--- src/rtl/fp32_divider_seq.sv ---
// Iterative IEEE-754 single-precision divider (res = a / b).
// Restoring division, one quotient bit per clock, one operation in flight.
// Truncating (no rounding); zero divisor and zero dividend short-circuit to DONE.
module fp32_divider_seq #(
    parameter int EXP_W  = 8,
    parameter int MANT_W = 23
) (
    input  logic                        clk,
    input  logic                        rst,
    input  logic                        in_valid,
    output logic                        in_ready,
    input  logic [EXP_W+MANT_W:0]       a,
    input  logic [EXP_W+MANT_W:0]       b,
    output logic                        out_valid,
    input  logic                        out_ready,
    output logic [EXP_W+MANT_W:0]       res,
    output logic                        dz
);
    localparam int W  = 1 + EXP_W + MANT_W;
    localparam int MW = MANT_W + 1;           // mantissa with hidden one
    localparam int QW = MANT_W + 2;           // quotient / remainder width
    localparam int CW = $clog2(QW);
    localparam int EW = EXP_W + 2;            // signed working exponent
    localparam logic signed [EW-1:0] BIAS_S = EW'((1 << (EXP_W - 1)) - 1);
    localparam logic signed [EW-1:0] EMAX_S = EW'((1 << EXP_W) - 1);
    localparam logic signed [EW-1:0] ZERO_S = '0;

    typedef enum logic [1:0] {S_IDLE, S_DIVIDE, S_NORM, S_DONE} state_t;

    state_t                  state_q, state_d;
    logic                    sign_q, sign_d;
    logic [MW-1:0]           mb_q, mb_d;
    logic signed [EW-1:0]    e_q, e_d;
    logic [QW-1:0]           rem_q, rem_d;
    logic [QW-1:0]           q_q, q_d;
    logic [CW-1:0]           cnt_q, cnt_d;
    logic [W-1:0]            res_q, res_d;
    logic                    dz_q, dz_d;

    logic                    sign_in;
    logic                    a_zero, b_zero;
    logic signed [EW-1:0]    e_in;
    logic [QW-1:0]           diff;
    logic signed [EW-1:0]    en;
    logic [MANT_W-1:0]       mant;

    assign sign_in = a[W-1] ^ b[W-1];
    assign a_zero  = (a[W-2:0] == '0);
    assign b_zero  = (b[W-2:0] == '0);
    assign e_in    = $signed({2'b00, a[W-2:MANT_W]}) - $signed({2'b00, b[W-2:MANT_W]}) + BIAS_S;

    assign in_ready  = (state_q == S_IDLE);
    assign out_valid = (state_q == S_DONE);
    assign res       = res_q;
    assign dz        = dz_q;

    // State and datapath registers; reset aborts any division in progress.
    always_ff @(posedge clk) begin
        if (rst) begin
            state_q <= S_IDLE;
            sign_q  <= 1'b0;
            mb_q    <= '0;
            e_q     <= '0;
            rem_q   <= '0;
            q_q     <= '0;
            cnt_q   <= '0;
            res_q   <= '0;
            dz_q    <= 1'b0;
        end else begin
            state_q <= state_d;
            sign_q  <= sign_d;
            mb_q    <= mb_d;
            e_q     <= e_d;
            rem_q   <= rem_d;
            q_q     <= q_d;
            cnt_q   <= cnt_d;
            res_q   <= res_d;
            dz_q    <= dz_d;
        end
    end

    // Next-state logic: accept, restoring-divide step, normalise/pack, handshake.
    always_comb begin
        state_d = state_q;
        sign_d  = sign_q;
        mb_d    = mb_q;
        e_d     = e_q;
        rem_d   = rem_q;
        q_d     = q_q;
        cnt_d   = cnt_q;
        res_d   = res_q;
        dz_d    = dz_q;
        diff    = '0;
        en      = '0;
        mant    = '0;
        case (state_q)
            S_IDLE: begin
                if (in_valid) begin
                    sign_d = sign_in;
                    mb_d   = {1'b1, b[MANT_W-1:0]};
                    e_d    = e_in;
                    rem_d  = {1'b0, 1'b1, a[MANT_W-1:0]};
                    q_d    = '0;
                    cnt_d  = CW'(QW - 1);
                    dz_d   = 1'b0;
                    if (b_zero) begin
                        // x/0 and 0/0 both report signed infinity with dz
                        res_d   = {sign_in, {EXP_W{1'b1}}, {MANT_W{1'b0}}};
                        dz_d    = 1'b1;
                        state_d = S_DONE;
                    end else if (a_zero) begin
                        res_d   = '0;
                        state_d = S_DONE;
                    end else begin
                        state_d = S_DIVIDE;
                    end
                end
            end
            S_DIVIDE: begin
                if (rem_q >= {1'b0, mb_q}) begin
                    q_d[cnt_q] = 1'b1;
                    diff       = rem_q - {1'b0, mb_q};
                end else begin
                    diff = rem_q;
                end
                // diff < mB, so the shifted remainder always fits
                rem_d = {diff[QW-2:0], 1'b0};
                if (cnt_q == '0) state_d = S_NORM;
                else             cnt_d   = cnt_q - 1'b1;
            end
            S_NORM: begin
                // quotient lies in (0.5, 2): at most one left shift needed
                if (q_q[QW-1]) begin
                    mant = q_q[QW-2:1];
                    en   = e_q;
                end else begin
                    mant = q_q[QW-3:0];
                    en   = e_q - 1'b1;
                end
                if (en <= ZERO_S)      res_d = {sign_q, {(W-1){1'b0}}};
                else if (en >= EMAX_S) res_d = {sign_q, {EXP_W{1'b1}}, {MANT_W{1'b0}}};
                else                   res_d = {sign_q, en[EXP_W-1:0], mant};
                dz_d    = 1'b0;
                state_d = S_DONE;
            end
            S_DONE: begin
                if (out_ready) state_d = S_IDLE;
            end
            default: state_d = S_IDLE;
        endcase
    end
endmodule

--- config.mk ---
export PLATFORM = sky130hd
export DESIGN_NAME = fp32_divider_seq
export DESIGN_NICKNAME = d
export VERILOG_FILES = /design/src/rtl/fp32_divider_seq.sv
export SDC_FILE = /design/constraint.sdc
export NUM_CORES = 1
export LEC_CHECK = 0
export CAP_MARGIN = 20
export CORE_UTILIZATION = 55
export DETAILED_ROUTE_END_ITERATION = 16
export PLACE_DENSITY = 0.77
export SKIP_LAST_GASP = 1
export SLEW_MARGIN = 5
export SYNTH_ARGS = -nofsm -noshare
export SYNTH_HDL_FRONTEND = slang
export SYNTH_SLANG_ARGS = --single-unit
--- constraint.sdc ---
create_clock -name clk -period 3.5 [get_ports clk]
set_input_delay 0.7 -clock clk [delete_from_list [all_inputs] [get_ports clk]]
set_output_delay 0.7 -clock clk [all_outputs]
set_load 0.01 [all_outputs]
Word level (Yosys, flattened, before mapping)
Cells that the tools add are included.
{"block": "op_classes", "div_mod_pow": 0, "bitwise_logic": 2, "multipliers": 0, "add_sub_neg": 5, "eq_ne": 9, "mux": 29, "shift": 0, "n_reduce_logical": 14, "order_cmp": 5}
{"op": "case mux 25 bit (2 select lines)", "n": 2}
{"op": "two-way mux 32 bit", "n": 3}
{"op": "two-way mux 25 bit", "n": 3}
{"op": "case mux 32 bit (2 select lines)", "n": 1}
{"op": "logical NOT 31 bit", "n": 2}
{"op": "two-way mux 31 bit", "n": 2}
{"op": "greater-or-equal comparator 25 x 24 -> 1 bit", "n": 1}
{"op": "OR 25 bit", "n": 1}
{"op": "two-way mux 24 bit", "n": 1}
{"op": "subtractor 24 bit", "n": 1}
{"op": "two-way mux 23 bit", "n": 1}
{"op": "two-way mux 10 bit", "n": 2}
{"op": "AND reduction 3 bit", "n": 4}
{"op": "adder 9 x 8 -> 10 bit, second input constant", "n": 1}
{"op": "greater-or-equal comparator 10 x 9 -> 1 bit, second input constant", "n": 1}
{"op": "<= comparator 10 x 1 -> 1 bit, second input constant", "n": 1}
{"op": "two-way mux 2 bit", "n": 5}
{"op": "two-way mux 5 bit", "n": 2}
{"op": "case mux 5 bit (2 select lines)", "n": 1}
{"op": "subtractor 10 x 1 -> 10 bit, second input constant", "n": 1}
{"op": "subtractor 8 x 8 -> 9 bit", "n": 1}
{"op": "!= test 2 bit, second input constant", "n": 4}
{"op": "case mux 2 bit (4 select lines)", "n": 1}
{"op": "< comparator 5 x 6 -> 1 bit, second input constant", "n": 1}
{"op": "15 further kinds", "n": 21}
{"block": "totals", "n_memories": 0, "wordCells": 73, "out_inout_bits": 35, "inputBits": 68, "rom_bits": 0, "reg_bits": 125, "latch_bits": 0, "mem_bits_rw": 0}

Depth between registers and ports, before layout
{"block": "logic_depth", "word_depth": 7, "ltp_mapped": 13, "mapped_depth_nobuf": 13}

Least setup slack after synthesis
No wires, ideal clock.
{"block": "synth_path", "kind": "input-to-reg", "start": "in a[23]", "end": "reg e_q[7]", "t_arrival_ns": 2.748, "setup_time_ns": 0.101, "cell_stages": 12, "path_slack_ns": 0.651, "required_ns": 3.399, "path_cell_list": "inv_1 -> ha_1 -> inv_1 -> fa_1 -> a21o_1 -> a21oi_1 -> o21ai_0 -> a21oi_1 -> xnor2_1 -> o2111ai_1 -> and3_1 -> o41ai_1"}
{"block": "synth_via", "elab_chain_cells": 2}
{"item": "start: declaration", "line": "12", "source": "input logic [EXP_W+MANT_W:0] a,"}
{"item": "subtractor 8 x 8 -> 9 bit", "line": "50", "source": "assign e_in = $signed({2'b00, a[W-2:MANT_W]}) - $signed({2'b00, b[W-2:MANT_W]}) + BIAS_S;"}
{"item": "adder 9 x 8 -> 10 bit", "line": "50"}
{"item": "end signal: assignment", "line": "63", "source": "e_q <= '0;"}
{"item": "end signal: assignment", "line": "73", "source": "e_q <= e_d;"}
{"item": "end: declaration", "line": "33", "source": "logic signed [EW-1:0] e_q, e_d;"}
Every way passes these cells.
A chain may end at the register's enable or synchronous reset.

Final worst setup path
{"block": "layout_path", "start": "reg mb_q[2]", "end": "reg rem_q[23]"}
{"block": "layout_via", "elab_chain_cells": 3}
{"item": "start: declaration", "line": "32", "source": "logic [MW-1:0] mb_q, mb_d;"}
{"item": "start signal: assignment", "line": "72", "source": "mb_q <= mb_d;"}
{"item": "subtractor 24 bit or greater-or-equal comparator 25 x 24 -> 1 bit (tied branches)", "line": "122, 120"}
{"item": "two-way mux 24 bit *", "line": "120", "source": "if (rem_q >= {1'b0, mb_q}) begin"}
{"item": "case mux 25 bit (2 select lines) *", "line": "96", "source": "case (state_q)"}
{"item": "end signal: assignment", "line": "74", "source": "rem_q <= rem_d;"}
{"item": "end: declaration", "line": "34", "source": "logic [QW-1:0] rem_q, rem_d;"}
Every way passes the cells marked *; elsewhere a longest branch is shown, timed or not.

==> run_results.csv <==
group,metric,value,unit
floorplanning,num_rows,42,
synth,syn_nets,1042,
power,power_density,988,nW/µm²
worst_hold_path,hp-start,"mb_q[21]",
critical_path,crit_type,"register to register",
synth,synthTopCellsByArea,"dfxtp_1 32%, ha_1 6.8%, a21oi_1 5.2%",
floorplanning,die_area,14500,µm²
power,p_total,9.34,mW
synth,synth_cell_type_count,68,
sta,worstMarginPinSlew,1.06,ns
final_layout,num-nets-final,1131,
synth,synth_top_cell_by_area,"dfxtp_1",
grt,grt_overflow,0,
critical_path,crit_path_start,"mb_q[2]",
placed_design,port_buffers,102,
routing,viasPerCell,5.82,
sta,setup_viol,0,
clocking,clock_latency,0.43,ns
synth,synth_top_area_share,0.325,
floorplanning,die_x,120,µm
power,p_leak,3.73,nW
critical_path,worstSetupStartpointType,"register",
worst_hold_path,hold_class,"register to register",
final_layout,fillers,1128,
grt,grt_pass1_vias,6815,
clocking,clkSinkCount,125,
floorplanning,io_pins,103,
outcome,status,"completed",
clocking,clkSlewWorstSetupHoldPaths,0.06,ns
placed_design,post-place-ws,-0.0538,ns
critical_path,r2r_start,"mb_q[2]",
sta,clock.fmax,317,MHz
routing,drc,0,
synth,avgSynthCellArea,8.29,µm²
power,ir_drop,740,µV
clocking,cts_resized,0,
synth,synth_edf_count,0,
final_layout,layout_common_cells,"125 x dfxtp_1, 101 x clkdlybuf4s50_1, 87 x nor2_1, 82 x nand2_1, 79 x a21oi_1",
critical_path,cp_data_arrival_time,3.48,ns
routing,vias,7033,
routing,drt-total-wl,19800,µm
synth,netlist_area,7710,µm²
clocking,cts-root-buf,"clkbuf_16",
synth,ys_warn_count,0,
grt,grt_max_degree,45,
routing,drt_pass1_iterations,5,
grt,use_met2,0.471,
critical_path,crit_required,3.82,ns
clocking,htree_levels,4,
floorplanning,initial_core_util,0.573,
synth,ys_seq_elements,125,
sta,final_hold_viol_count,0,
clocking,ctsLongestPathBuffers,2,
grt,grt-busiest-layer,"met2",
synth,ys.flop_type,"dfxtp_1",
floorplanning,core,13500,µm²
floorplanning,die_y,120,µm
clocking,cts_buffers,17,
sta,report.final.slew_viol_count,0,
critical_path,crit_fanout,5,
grt,use_met1,0.376,
placed_design,place.gp.congestion,0.893,
synth,ys_seq_area_frac,0.325,
sta,layout_setup_ws,0.343,ns
critical_path,crit_path_end_kind,"register",
routing,route.antenna.remaining_nets,0,
final_layout,layout_commonest_cell,"dfxtp_1",
routing,drt-initial-drc-count,491,
routing,wl_per_cell,16.4,µm
sta,worst_clock_skew,0.00608,ns
grt,met3_usage,0.0651,
synth,synthArstFlopShare,0,
clocking,cts_tree,"yes",
final_layout,area_delta_synth_final,22.7,%
final_layout,diodes,0,
sta,slew_headroom,0.295,
clocking,hold_buffers,0,
sta,finalCritPeriodShare,0.902,
run,maxCapViolCount,0,
synth,postSynthCellCount,930,
final_layout,final_layout_size_suffix_gt1_frac,0.142,
grt,grt_usage,0.291,
placed_design,dp.final_hpwl,14000,µm
sta,period_needed,3.16,ns
sta,grt_setup_unrepaired,"no",
grt,antenna_found_initial,0,
clocking,post_cts_buffers,0,
grt,grt_pass1_wl,33600,µm
==> final cells by class <==
type	count	area [µm²]	share of cell area
Clock buffer	18	439	0.0464
Clock inverter	14	155	0.0164
Inverter	56	210	0.0222
Multi-Input combinational cell	691	4690	0.496
Sequential cell	125	2500	0.265
Tap cell	176	220	0.0233
Timing Repair Buffer	128	1240	0.131
==> report_power, final <==
part | internal (mW) | switching [mW] | leakage, nW
registers | 1.75 | 0.289 | 1.02
clock network | 1.08 | 0.708 | 0.288
logic | 2.38 | 3.14 | 2.42
==> registers in the layout, indices dropped and copies added (netlist names) <==
| name | count |
|---|---|
| rem_q | 25 |
| state_q | 2 |
| dz | 1 |
| e_q | 10 |
| cnt_q | 5 |
| sign_q | 1 |
| mb_q | 24 |
| res | 32 |
| q_q | 25 |
==> worst paths after layout <==
check,cells after the start,slack (ns),to
max,11,0.34,rem_q[23]
max reg2reg,11,0.34,rem_q[23]
min reg2reg,2,0.46,mb_q[21]
min,2,0.46,mb_q[21]
==> synth_stat cells, types with 6 or more instances <==
cell and count:
o22ai_1 8, a22oi_2 20, a211oi_1 14, mux2_2 26
inv_1 56, o21ai_0 25, mux2i_1 18, xor2_1 16
nor4_1 18, ha_1 42, a21o_1 16, a31o_2 11
nand2b_1 10, dfxtp_1 125, xnor2_1 24, nand2_1 82
nand3_1 13, a21oi_1 80, nor2_1 87, and3_1 6
nor2b_1 8, o211ai_1 6, nand4_1 9, a2111oi_0 9
clkbuf_1 41, nor3_1 17, a31oi_1 34, nor2_2 21
==> logic make-up after synthesis <==
| logic type | count (synthesis) | synth area share |
|---|---|---|
| xor+xnor | 40 | 0.0454 |
| flops | 125 | 0.325 |
| simple gates | 300 | 0.192 |
| compound gates | 263 | 0.236 |
| fa+ha+maj | 44 | 0.0734 |
| mux | 44 | 0.0613 |
| buf+inv | 114 | 0.0678 |
==> critical path, stage by stage (launching register included) <==
cell	delay, ns
dfxtp_1	0.33
inv_1	0.05
ha_1	0.36
nor2b_1	0.17
o31a_1	0.27
o31a_1	0.27
nor4b_1	0.52
o21ai_0	0.34
a211oi_1	0.34
xnor2_1	0.16
o21ai_0	0.10
o211a_1	0.13
==> metal layers <==
| layer | vias up | part of all wire | routed length, µm |
|---|---|---|---|
| li1 | 3544 | - | - |
| met1 | 3256 | 0.46 | 9090 |
| met2 | 197 | 0.46 | 9120 |
| met3 | 36 | 0.052 | 1030 |
| met4 | 0 | 0.030 | 586 |
| met5 | - | 0 | 0 |
==> through the flow <==
step / hold WS (ns) / instances / setup TNS (ns) / area (µm²) / utilization
2_1_floorplan: 0.431 / 930 / 0 / 7710 / -
3_3_place_gp: 0.443 / 1176 / 0 / 8860 / 0.659
3_5_place_dp: 0.450 / 1176 / -0.0828 / 8860 / 0.659
4_1_cts: 0.458 / 1208 / 0 / 9460 / 0.703
5_1_grt: 0.478 / 1208 / 0 / 9460 / 0.703
6_report: 0.456 / 1208 / 0 / 9460 / 0.703
(Power assumes the default switching activity.)
